===== config.mk =====
export PLATFORM = sky130hd
export DESIGN_NAME = fabric_mem_store_port
export DESIGN_NICKNAME = d
export VERILOG_FILES = /design/src/rtl/fabric_pkg.sv /design/src/rtl/fabric_fifo.sv /design/src/rtl/fabric_mem_store_port.sv
export SDC_FILE = /design/constraint.sdc
export NUM_CORES = 1
export LEC_CHECK = 0
export ABC_AREA = 1
export CAP_MARGIN = 20
export CORE_MARGIN = 2
export CORE_UTILIZATION = 24
export DETAILED_ROUTE_END_ITERATION = 10
export SYNTH_ARGS = -nofsm -noshare
export SYNTH_HDL_FRONTEND = slang
export SYNTH_HIERARCHICAL = 1
export SYNTH_SLANG_ARGS = --single-unit
export TNS_END_PERCENT = 1

===== constraint.sdc =====
create_clock -name clk -period 9 [get_ports clk]
set_input_delay 1.8 -clock clk [delete_from_list [all_inputs] [get_ports clk]]
set_output_delay 1.8 -clock clk [all_outputs]
set_load 0.01 [all_outputs]

===== src/rtl/fabric_pkg.sv =====
// Shared constants for the fabric memory ports.
package fabric_pkg;

  localparam int unsigned ERR_CODE_W = 8;

  localparam logic [ERR_CODE_W-1:0] ERR_NONE               = 8'h00;
  localparam logic [ERR_CODE_W-1:0] ERR_STORE_TAG_MISMATCH = 8'h01;
  localparam logic [ERR_CODE_W-1:0] ERR_STORE_SPURIOUS_ACK = 8'h02;

endpackage


===== src/rtl/fabric_fifo.sv =====
// Synchronous FIFO with registered storage; the head is visible combinationally.
// The caller must never push when full without a simultaneous pop,
// and must never pop when empty.
module fabric_fifo #(
  parameter int unsigned WIDTH = 8,
  parameter int unsigned DEPTH = 4
) (
  input  logic             clk,
  input  logic             rst,
  input  logic             push_i,
  input  logic [WIDTH-1:0] wdata_i,
  input  logic             pop_i,
  output logic [WIDTH-1:0] rdata_o,
  output logic             empty_o,
  output logic             full_o
);

  localparam int unsigned PTR_W = (DEPTH > 1) ? $clog2(DEPTH) : 1;
  localparam int unsigned CNT_W = $clog2(DEPTH) + 1;

  logic [WIDTH-1:0] mem_q [DEPTH];
  logic [PTR_W-1:0] wr_ptr_q, wr_ptr_d;
  logic [PTR_W-1:0] rd_ptr_q, rd_ptr_d;
  logic [CNT_W-1:0] cnt_q, cnt_d;

  function automatic logic [PTR_W-1:0] ptr_inc(input logic [PTR_W-1:0] p);
    return (p == PTR_W'(DEPTH - 1)) ? '0 : p + PTR_W'(1);
  endfunction

  assign rdata_o = mem_q[rd_ptr_q];
  assign empty_o = (cnt_q == '0);
  assign full_o  = (cnt_q == CNT_W'(DEPTH));

  // Next pointer and occupancy; simultaneous push and pop keep the count.
  always_comb begin
    wr_ptr_d = wr_ptr_q;
    rd_ptr_d = rd_ptr_q;
    cnt_d    = cnt_q;
    if (push_i) wr_ptr_d = ptr_inc(wr_ptr_q);
    if (pop_i)  rd_ptr_d = ptr_inc(rd_ptr_q);
    case ({push_i, pop_i})
      2'b10:   cnt_d = cnt_q + CNT_W'(1);
      2'b01:   cnt_d = cnt_q - CNT_W'(1);
      default: cnt_d = cnt_q;
    endcase
  end

  // Pointer, count and storage registers.
  always_ff @(posedge clk or posedge rst) begin
    if (rst) begin
      wr_ptr_q <= '0;
      rd_ptr_q <= '0;
      cnt_q    <= '0;
      for (int i = 0; i < int'(DEPTH); i++) mem_q[i] <= '0;
    end else begin
      wr_ptr_q <= wr_ptr_d;
      rd_ptr_q <= rd_ptr_d;
      cnt_q    <= cnt_d;
      if (push_i) mem_q[wr_ptr_q] <= wdata_i;
    end
  end

endmodule


===== src/rtl/fabric_mem_store_port.sv =====
// Store port: pairs tagged address and data heads, issues single-beat
// writes, and returns one done token per acknowledged write.
module fabric_mem_store_port
  import fabric_pkg::*;
#(
  parameter int unsigned DATA_WIDTH      = 32,
  parameter int unsigned TAG_WIDTH       = 0,
  parameter int unsigned ADDR_WIDTH      = 16,
  parameter int unsigned QUEUE_DEPTH     = 4,
  parameter int unsigned MAX_OUTSTANDING = 4
) (
  input  logic                                     clk,
  input  logic                                     rst,
  input  logic                                     in_addr_valid,
  output logic                                     in_addr_ready,
  input  logic [DATA_WIDTH+TAG_WIDTH-1:0]          in_addr_data,
  input  logic                                     in_data_valid,
  output logic                                     in_data_ready,
  input  logic [DATA_WIDTH+TAG_WIDTH-1:0]          in_data_data,
  output logic                                     mem_wr_valid,
  input  logic                                     mem_wr_ready,
  output logic [ADDR_WIDTH-1:0]                    mem_wr_addr,
  output logic [DATA_WIDTH-1:0]                    mem_wr_data,
  input  logic                                     mem_wr_ack,
  output logic                                     out_done_valid,
  input  logic                                     out_done_ready,
  output logic [((TAG_WIDTH > 0) ? TAG_WIDTH : 1)-1:0] out_done_data,
  output logic                                     error_valid,
  output logic [ERR_CODE_W-1:0]                    error_code
);

  localparam int unsigned IN_W  = DATA_WIDTH + TAG_WIDTH;
  localparam int unsigned TW1   = (TAG_WIDTH > 0) ? TAG_WIDTH : 1;
  localparam int unsigned CNT_W = $clog2(MAX_OUTSTANDING) + 1;

  // Reject illegal parameterisations at elaboration.
  if (DATA_WIDTH < 1) begin : g_chk_dw
    $fatal(1, "DATA_WIDTH must be >= 1");
  end
  if (ADDR_WIDTH < 1 || ADDR_WIDTH > DATA_WIDTH) begin : g_chk_aw
    $fatal(1, "ADDR_WIDTH must be in 1..DATA_WIDTH");
  end
  if (QUEUE_DEPTH < 2 || (QUEUE_DEPTH & (QUEUE_DEPTH - 1)) != 0) begin : g_chk_qd
    $fatal(1, "QUEUE_DEPTH must be a power of two >= 2");
  end
  if (MAX_OUTSTANDING < 1 || (MAX_OUTSTANDING & (MAX_OUTSTANDING - 1)) != 0) begin : g_chk_mo
    $fatal(1, "MAX_OUTSTANDING must be a power of two >= 1");
  end

  logic [IN_W-1:0]  addr_head, data_head;
  logic             addr_empty, addr_full, data_empty, data_full;
  logic             pend_empty, pend_full;
  logic [TW1-1:0]   addr_tag, pend_tag_head;
  logic             tag_mismatch;
  logic             addr_push, data_push, issue, done_pop;
  logic             spurious_ack, ack_inc;

  logic [CNT_W-1:0] pending_cnt_q, pending_cnt_d;
  logic [CNT_W-1:0] acked_cnt_q, acked_cnt_d;
  logic             error_valid_q, error_valid_d;
  logic [ERR_CODE_W-1:0] error_code_q, error_code_d;

  // Input handshakes: readiness depends only on registered occupancy.
  assign in_addr_ready = !addr_full;
  assign in_data_ready = !data_full;
  assign addr_push     = in_addr_valid && in_addr_ready;
  assign data_push     = in_data_valid && in_data_ready;

  fabric_fifo #(.WIDTH(IN_W), .DEPTH(QUEUE_DEPTH)) u_addr_q (
    .clk(clk), .rst(rst),
    .push_i(addr_push), .wdata_i(in_addr_data),
    .pop_i(issue), .rdata_o(addr_head),
    .empty_o(addr_empty), .full_o(addr_full)
  );

  fabric_fifo #(.WIDTH(IN_W), .DEPTH(QUEUE_DEPTH)) u_data_q (
    .clk(clk), .rst(rst),
    .push_i(data_push), .wdata_i(in_data_data),
    .pop_i(issue), .rdata_o(data_head),
    .empty_o(data_empty), .full_o(data_full)
  );

  // Tags ride in the MSBs; untagged builds never mismatch and report tag 0.
  if (TAG_WIDTH > 0) begin : g_tagged
    assign addr_tag     = addr_head[IN_W-1:DATA_WIDTH];
    assign tag_mismatch = !addr_empty && !data_empty &&
                          (addr_head[IN_W-1:DATA_WIDTH] != data_head[IN_W-1:DATA_WIDTH]);
  end else begin : g_untagged
    assign addr_tag     = '0;
    assign tag_mismatch = 1'b0;
  end

  // Write issue from the paired heads, throttled by outstanding writes.
  assign mem_wr_valid = !addr_empty && !data_empty &&
                        (pending_cnt_q < CNT_W'(MAX_OUTSTANDING)) && !tag_mismatch;
  assign mem_wr_addr  = addr_head[ADDR_WIDTH-1:0];
  assign mem_wr_data  = data_head[DATA_WIDTH-1:0];
  assign issue        = mem_wr_valid && mem_wr_ready;

  // Pending-tag FIFO holds the tag of every issued write until its done pops.
  fabric_fifo #(.WIDTH(TW1), .DEPTH(MAX_OUTSTANDING)) u_pend_q (
    .clk(clk), .rst(rst),
    .push_i(issue), .wdata_i(addr_tag),
    .pop_i(done_pop), .rdata_o(pend_tag_head),
    .empty_o(pend_empty), .full_o(pend_full)
  );

  assign out_done_valid = (acked_cnt_q != '0);
  assign out_done_data  = pend_tag_head;
  assign done_pop       = out_done_valid && out_done_ready;

  // An ack with nothing outstanding is dropped and reported.
  assign spurious_ack = mem_wr_ack && (acked_cnt_q == pending_cnt_q);
  assign ack_inc      = mem_wr_ack && !spurious_ack;

  // Counter and sticky-error next state; the first error code wins.
  always_comb begin
    pending_cnt_d = pending_cnt_q + CNT_W'(issue) - CNT_W'(done_pop);
    acked_cnt_d   = acked_cnt_q + CNT_W'(ack_inc) - CNT_W'(done_pop);
    error_valid_d = error_valid_q;
    error_code_d  = error_code_q;
    if (!error_valid_q) begin
      if (tag_mismatch) begin
        error_valid_d = 1'b1;
        error_code_d  = ERR_STORE_TAG_MISMATCH;
      end else if (spurious_ack) begin
        error_valid_d = 1'b1;
        error_code_d  = ERR_STORE_SPURIOUS_ACK;
      end
    end
  end

  // Outstanding-write counters and error state.
  always_ff @(posedge clk or posedge rst) begin
    if (rst) begin
      pending_cnt_q <= '0;
      acked_cnt_q   <= '0;
      error_valid_q <= 1'b0;
      error_code_q  <= ERR_NONE;
    end else begin
      pending_cnt_q <= pending_cnt_d;
      acked_cnt_q   <= acked_cnt_d;
      error_valid_q <= error_valid_d;
      error_code_q  <= error_code_d;
    end
  end

  assign error_valid = error_valid_q;
  assign error_code  = error_code_q;

  // Address bits above ADDR_WIDTH and FIFO status flags not needed here.
  logic unused_bits;
  assign unused_bits = ^{addr_head, data_head, pend_empty, pend_full};

endmodule

==> results.toml, run 1 <==
[global_route]
grt_max_degree = 118
grt_usage_pct = 10.84
grt_pass1_wl_um = 41320
grt_pass1_vias = 7875
grt-ovfl-total = 0
antenna_found_initial = 1

[clock_network]
ctsRootBufferMaster = "clkbuf_16"
ctsResizeCount = 0
clkTransAtPathRegs_ns = 0.06
cts_tree = "built"
cts_buffers = 27
htreeDepth = 1
holdBufCountCts = 0
cts_sinks = 222
clk_latency_ns = 0.55
cts_buffer_depth = 3
post_cts_buffers = 0

[placement]
place_hpwl_um = 14780
portBuffers = 109
place_congestion = 0.7318

[setup_path]
critPathMaxStageDelay_ns = 0.88
critical_path.startpoint_type = "flip-flop"
crit_fanout = 18
cp_data_arrival_time_ns = 2.94
cp_num_buf_inv = 2
cp_top_family = "buffers and inverters"
critPathSlowestCell = "dfrtp_1"
end_kind = "output pin"
required_ns = 7.20
crit_path_cell_trace = "inv_1 -> o211ai_1 -> nand2_1 -> clkdlybuf4s50_1"
worst-setup-path-type = "reg -> out"

[finish]
multiInputGateArea_um2 = 3971
fin_nets = 1413
ff_latch_area_um2 = 5555
num_antenna_cells = 0
layout_common_cells = "nand2_1 (374), dfrtp_1 (222), inv_1 (188), o21ai_0 (162), clkdlybuf4s50_1 (109)"
final_common_cell = "nand2_1"
n_fill_cell = 4657
drive_above_1_share_pct = 7.041
area_delta_synth_final_pct = 21.04

[timing]
fin_worst_skew_ns = 0.01963
rsz0062_at_grt = "no"
setup_tns_ns = 0
final_max_slew_viol_count = 0
post-route-period-util_pct = 52.67
finalHoldViolCount = 0
fmax_ghz = 0.2109
holdWs_ns = 0.4715
setup_viol = 0
min_period_ns = 4.741
tightest_slew_ns = 0.9325
maxSlewHeadroom_pct = 37.84

[synth]
syn_area_um2 = 10760
syn_inst = 1256
yosysWarningCount = 6
syn_avg_cell_area_um2 = 8.570

[run_status]
status = "complete, no violations"

[detailed_routing]
drc = 0
vias = 8083
wl_per_cell_um = 12.90
first_pass_iters = 5
dr.first_iter.drc_count = 570
wl_met3_um = 1131
top_layer = "met5"
wl_um = 24850
ant_nets = 0
drt-met1-wl_um = 12140
met2_wirelength_um = 11120
viasPerCell = 4.195

[floorplan]
rows = 77
start_util_pct = 24.34
die_h_um = 215.8
die_w_um = 215.8
die_area_um2 = 46560
coreArea_um2 = 44220
ioPinCount = 133

[power_and_ir_drop]
peakVddDrop_mv = 0.1683
power-per-cell-area_nw_per_um2 = 379.1
p_leak_nw = 6.364

[worst_hold_path]
hold_class = "reg -> reg"

[run]
cap_violations = 0
## state kept, by name, summed over array words and instances (netlist names)
name               cells
u_pend_q/wr_ptr_q      2
error_valid            1
error_code             1
u_data_q/mem_q       128
u_pend_q/rd_ptr_q      2
acked_cnt_q            3
pending_cnt_q          3
u_addr_q/wr_ptr_q      2
u_data_q/rd_ptr_q      2
u_data_q/wr_ptr_q      2
u_pend_q/mem_q         4
u_addr_q/mem_q        64
u_data_q/cnt_q         3
u_addr_q/cnt_q         3
u_addr_q/rd_ptr_q      2
## layout make-up
cell class	instances	area share, %
well taps	592	5.685
multi-input cells	756	30.48
inverters	193	5.608
repair buffers	117	9.085
flip-flops and latches	222	42.64
clock buffers	41	5.896
clock inverters	6	0.6050
## power by group
group	internal, mW	total (mW)	switching (mW)
logic	0.939	2.16	1.22
registers	1.46	1.73	0.270
clock network	0.618	1.05	0.431
total	3.02	4.94	1.92
## metrics by stage
stage,util (%),power [mW],instances,setup WS (ns),instance area (um2)
after floorplan,-,3.152,1263,3.589,10790
after global placement,27.44,3.846,1878,4.737,12130
after detailed placement,27.44,3.915,1878,4.768,12130
after CTS,29.36,5.008,1925,4.178,12980
after global routing,29.46,5.397,1927,4.066,13030
final,29.46,4.940,1927,4.259,13030
## per-layer routing
layer  global-route usage, %  up-vias
li1                        -     4083
met1                   14.92     3807
met2                   17.49      156
met3                   2.058       35
met4                   2.736        2
met5                       0        -
## worst paths after layout
| path | depth (start not counted) | startpoint | end | slack [ns] |
|---|---|---|---|---|
| max in group asynchronous | 3 | rst | u_data_q/mem_q[96] | 5.89 |
| hold / removal | 2 | error_code[1] | error_code[1] | 0.47 |
| setup reg to reg | 9 | pending_cnt_q[2] | u_addr_q/cnt_q[2] | 6.30 |
| min in group asynchronous | 2 | rst | u_pend_q/wr_ptr_q[0] | 1.73 |
| hold reg to reg | 2 | error_code[1] | error_code[1] | 0.47 |
| setup / recovery | 4 | u_addr_q/rd_ptr_q[1] | mem_wr_addr[3] | 4.26 |
## worst reg2reg max path, stage by stage, from the launching register on
cell	delay, ns
dfrtp_1	0.47
nor3_2	0.30
and2_1	0.76
ha_1	0.32
inv_1	0.07
fa_1	0.38
nand2_1	0.10
nand3_1	0.08
nand2_1	0.06
nand2_1	0.06
Power figures use the tool's default switching activity.
==> run 2: changes to the inputs <==
==> constraint.sdc (replaced) <==
create_clock -name clk -period 4.8 [get_ports clk]
set_input_delay 0.96 -clock clk [delete_from_list [all_inputs] [get_ports clk]]
set_output_delay 0.96 -clock clk [all_outputs]
set_load 0.01 [all_outputs]
==> run 2 against run 1 <==
Effect of this change:
- utilization increased by 0.24 points
- via count increased by 0.52%
- final cell count increased by 0.21%
- first-iteration DRC count decreased by 18%
- critical path type unchanged
- sequential power increased by 86%
- die area unchanged
- wire length decreased by 1.1%
- clock power increased by 100%
- final area increased by 0.81%
- clock skew decreased by 0.0069 ns
==> results.toml, run 2 (synthesis gave the netlist of run 1 again) <==
[run_status]
status = "complete, no violations"

[placement]
portBuffers = 109
place_congestion = 0.7164
dp_cells = 1882
placed_area_um2 = 12180
pre_cts_ws_ns = 1.490
place_hpwl_um = 15090

[timing]
min_period_ns = 3.562
fmax_ghz = 0.2807
post-route-period-util_pct = 74.21
tightest_slew_ns = 1.033
rsz0062_at_grt = "no"
fin_ws_ns = 1.238
fin_worst_skew_ns = 0.01275
setup_tns_ns = 0
maxSlewHeadroom_pct = 31.13
finalHoldViolCount = 0
final_max_slew_viol_count = 0
setup_viol = 0

[detailed_routing]
vias = 8125
ant_nets = 0
first_pass_iters = 5
wl_um = 24580
dr.first_iter.drc_count = 466
wl_per_cell_um = 12.73
viasPerCell = 4.208
drc = 0

[finish]
final_common_cell = "nand2_1"
drive_above_1_share_pct = 7.916
fin_nets = 1416
top_register = "u_data_q/mem_q"
n_fill_cell = 4663
area_delta_synth_final_pct = 22.02
final_area_um2 = 13130
largest_reg_flops = 128
largestRegisters = "u_data_q/mem_q (128), u_addr_q/mem_q (64), u_pend_q/mem_q (4)"
final_cells = 1931
layout_common_cells = "nand2_1 (374), dfrtp_1 (222), inv_1 (188), o21ai_0 (162), clkdlybuf4s50_1 (109)"
num_antenna_cells = 0

[setup_path]
r2r_cells = 9
critPathSlowestCell = "inv_2"
rrSetupSlack_ns = 2.33
r2r-end = "u_addr_q/cnt_q[2]"
cp_data_arrival_time_ns = 2.60
endpoint = "mem_wr_addr[14]"
cp-startpoint = "u_addr_q/rd_ptr_q[0]"
required_ns = 3.84
path_depth = 5
path_common_cell = "nand2_1"
crit_path_cell_trace = "inv_2 -> nand2_1 -> o211ai_1 -> nand2_1 -> clkdlybuf4s50_1"
end_kind = "output pin"
cp_num_buf_inv = 2
critical_path.startpoint_type = "flip-flop"
worst-setup-path-type = "reg -> out"
crit_fanout = 65
cp_top_family = "buffers and inverters"
reg2reg_from = "pending_cnt_q[2]"
critPathMaxStageDelay_ns = 0.72

[worst_hold_path]
hold_class = "reg -> reg"
min_from = "error_code[1]"

[clock_network]
post_cts_buffers = 0
clkTransAtPathRegs_ns = 0.06
cts_sinks = 222
ctsRootBufferMaster = "clkbuf_16"
ctsResizeCount = 0
cts_tree = "built"
holdBufCountCts = 0
htreeDepth = 1
cts_buffer_depth = 3
cts_buffers = 28
clk_latency_ns = 0.55

[power_and_ir_drop]
p_leak_nw = 6.426
power-per-cell-area_nw_per_um2 = 718.4
peakVddDrop_mv = 0.3558

[global_route]
grt_usage_pct = 10.73
grt_pass1_vias = 8046
grt_pass1_wl_um = 41060
grt_max_degree = 93
antenna_found_initial = 2
grt-ovfl-total = 0

[floorplan]
start_util_pct = 24.34
die_area_um2 = 46560
die_w_um = 215.8
die_h_um = 215.8
ioPinCount = 133
coreArea_um2 = 44220
rows = 77

[run]
cap_violations = 0
[run 2: cell type report]
cell class / count / area [um2] / share of cell area (%)
Multi-Input combinational cell: 756 / 3971 / 30.24
Tap cell: 592 / 740.7 / 5.640
Clock buffer: 36 / 790.8 / 6.021
Clock inverter: 13 / 166.4 / 1.267
Inverter: 193 / 730.7 / 5.564
Timing Repair Buffer: 119 / 1179 / 8.974
Sequential cell: 222 / 5555 / 42.30
[run 2: power by group]
part	internal (mW)	total, mW	switching (mW)	leakage (nW)
clock	1.32	2.15	0.830	0.465
sequential	2.74	3.22	0.481	2.77
combinational	1.75	4.06	2.31	3.20
total	5.81	9.43	3.62	6.43
[run 2: worst register-to-register path, cell delays in order, from the launching register on]
cell and delay (ns):
dfrtp_1 0.45, nor3_2 0.28, and2_1 0.58, ha_1 0.31
inv_1 0.08, fa_1 0.38, nand2_1 0.11, nand3_1 0.08
nand2_1 0.06, nand2_1 0.05
[run 2: per-stage QoR]
stage               hold slack, ns  power (mW)  util [%]
floorplan                   0.4530       5.911         -
global placement            0.4555       7.233     27.54
detailed placement          0.4582       7.372     27.54
CTS                         0.4733       9.607     29.70
global route                0.4968       10.28     29.70
finish                      0.4651       9.435     29.70
[run 2: metal layers]
metal  up-vias  share of wire (%)  track usage (%)
met4         4                2.9            3.655
met1      3800                 47            14.33
met2       180                 45            17.20
met5         -              0.085                0
met3        47                5.0            2.283
li1       4094                  -                -
[run 2: how the worst min path moves through the flow]
stage                                to  slack (ns)  cells past startpoint
global route          u_data_q/mem_q[0]        0.50                      2
detailed placement        error_code[1]        0.46                      2
finish                    error_code[1]        0.47                      2
floorplan           u_addr_q/mem_q[100]        0.45                      2
global placement          error_code[1]        0.46                      2
CTS                       error_code[1]        0.47                      2
==> edit, RTL diff (flow settings as in run 2) <==
The package constant `ERR_CODE_W` goes from 8 to 10.
--- a/src/rtl/fabric_pkg.sv
+++ b/src/rtl/fabric_pkg.sv
@@ -2,5 +2,5 @@
 package fabric_pkg;
 
-  localparam int unsigned ERR_CODE_W = 8;
+  localparam int unsigned ERR_CODE_W = 10;
 
   localparam logic [ERR_CODE_W-1:0] ERR_NONE               = 8'h00;
Ports: changed (resized error_code); port bits go from 133 to 135. No check against the original RTL was run, so the function may have changed too.
==> edit against run 2 <==
Area after synthesis is 0.14% higher. Hold slack better by 0.014 ns. Final area is 0.38% lower. Register-to-register slack better by 0.04 ns. Die area is 0.13% higher. Routed wire length is 3.0% lower. Total power is 1.9% lower. Sequential cell count stayed put. Worst setup slack worse by 0.35 ns. Critical path type unchanged. Largest power group unchanged. Highest routed layer is now met4.
==> edit: results (changes against run 2) <==
| Metric | Value |
|---|---|
| Hold Slack | `0.479 ns (was 0.465 ns)` |
| Number of vias per cell | `4.14 (was 4.21)` |
| Num CTS Buffers | `26 (was 28)` |
| Detail Route met2 WL | `11,000 um (was 11,200 um)` |
| Vias in the first global route | `7,548 (was 8,046)` |
| Worst VDD drop | `324 uV (was 356 uV)` |
| Antenna violations before repair | `0 (was 2)` |
| Worst EP arrival | `2.96 ns (was 2.60 ns)` |
| # fillers | `4,750 (was 4,663)` |
| Length of routed wiring on met1 | `11,100 um (was 11,500 um)` |
| Placed insts | `1,885 (was 1,882)` |
| CP startpoint | `u_data_q/rd_ptr_q[0]$_DFFE_PP0P_ (was u_addr_q/rd_ptr_q[0]$_DFFE_PP0P_)` |
| Gr usage total | `0.103 (was 0.107)` |
| Final nets | `1,418 (was 1,416)` |
| Reg2reg start | `u_data_q/cnt_q[2]$_DFFE_PP0P_ (was pending_cnt_q[2]$_DFF_PP0_)` |
| Hold_sp | `u_data_q/mem_q[21]$_DFFE_PP0P_ (was error_code[1]$_DFFE_PP0P_)` |
| Post-synthesis average cell area | `8.57 um2 (about the same)` |
| Status | `finished, final reports clean (unchanged)` |
| Slowest stage delay, CP | `0.54 ns (was 0.72 ns)` |
| Detailed Place HPWL | `15,100 um (about the same)` |
| Reg2reg end | `u_data_q/mem_q[15]$_DFFE_PP0P_ (was u_addr_q/cnt_q[2]$_DFFE_PP0P_)` |
| Worst-Margin Slew | `0.969 ns (was 1.03 ns)` |
| PnR worst setup slack | `0.884 ns (was 1.24 ns)` |
| Placed inst area | `0.0122 mm2 (about the same)` |
| FF-to-FF setup slack | `2.37 ns (was 2.33 ns)` |
| Pwr dens | `707 mW/mm2 (was 718 mW/mm2)` |
| Worst reg-to-reg path cell count | `7 (was 9)` |
| Largest net degree at the start of global routing | `101 (was 93)` |
| DRT Wirelength | `23,900 um (was 24,600 um)` |
-- edit: cell types whose count changed in the layout (fill, tap and decap cells not counted), sizes merged, moves of 2 or more --
cell | before | now
conb | 8 | 10
buf | 10 | 12
clkbuf | 36 | 40
clkinvlp | 3 | 0
inv | 194 | 192
-- edit: area by class of cell --
cell class                 instances  area share
clock buffer                      40      0.0576
inverter                         193      0.0558
sequential                       222       0.425
timing repair buffer             121      0.0922
clock inverter                     8     0.00908
tap                              592      0.0566
multi-input combinational        758       0.304
-- edit: per-layer routing --
| metal | track usage | up-vias |
|---|---|---|
| met3 | 0.0211 | 40 |
| met2 | 0.167 | 167 |
| li1 | - | 4106 |
| met5 | 0 | - |
| met4 | 0.0308 | 0 |
| met1 | 0.138 | 3701 |
-- edit: worst register-to-register path: stages, from the launching register on --
cell,delay [ns]
dfrtp_1,0.39
inv_1,0.07
nor3_1,0.06
nor2_1,0.63
nand2_2,0.54
buf_4,0.41
nand2_1,0.10
o21ai_0,0.07
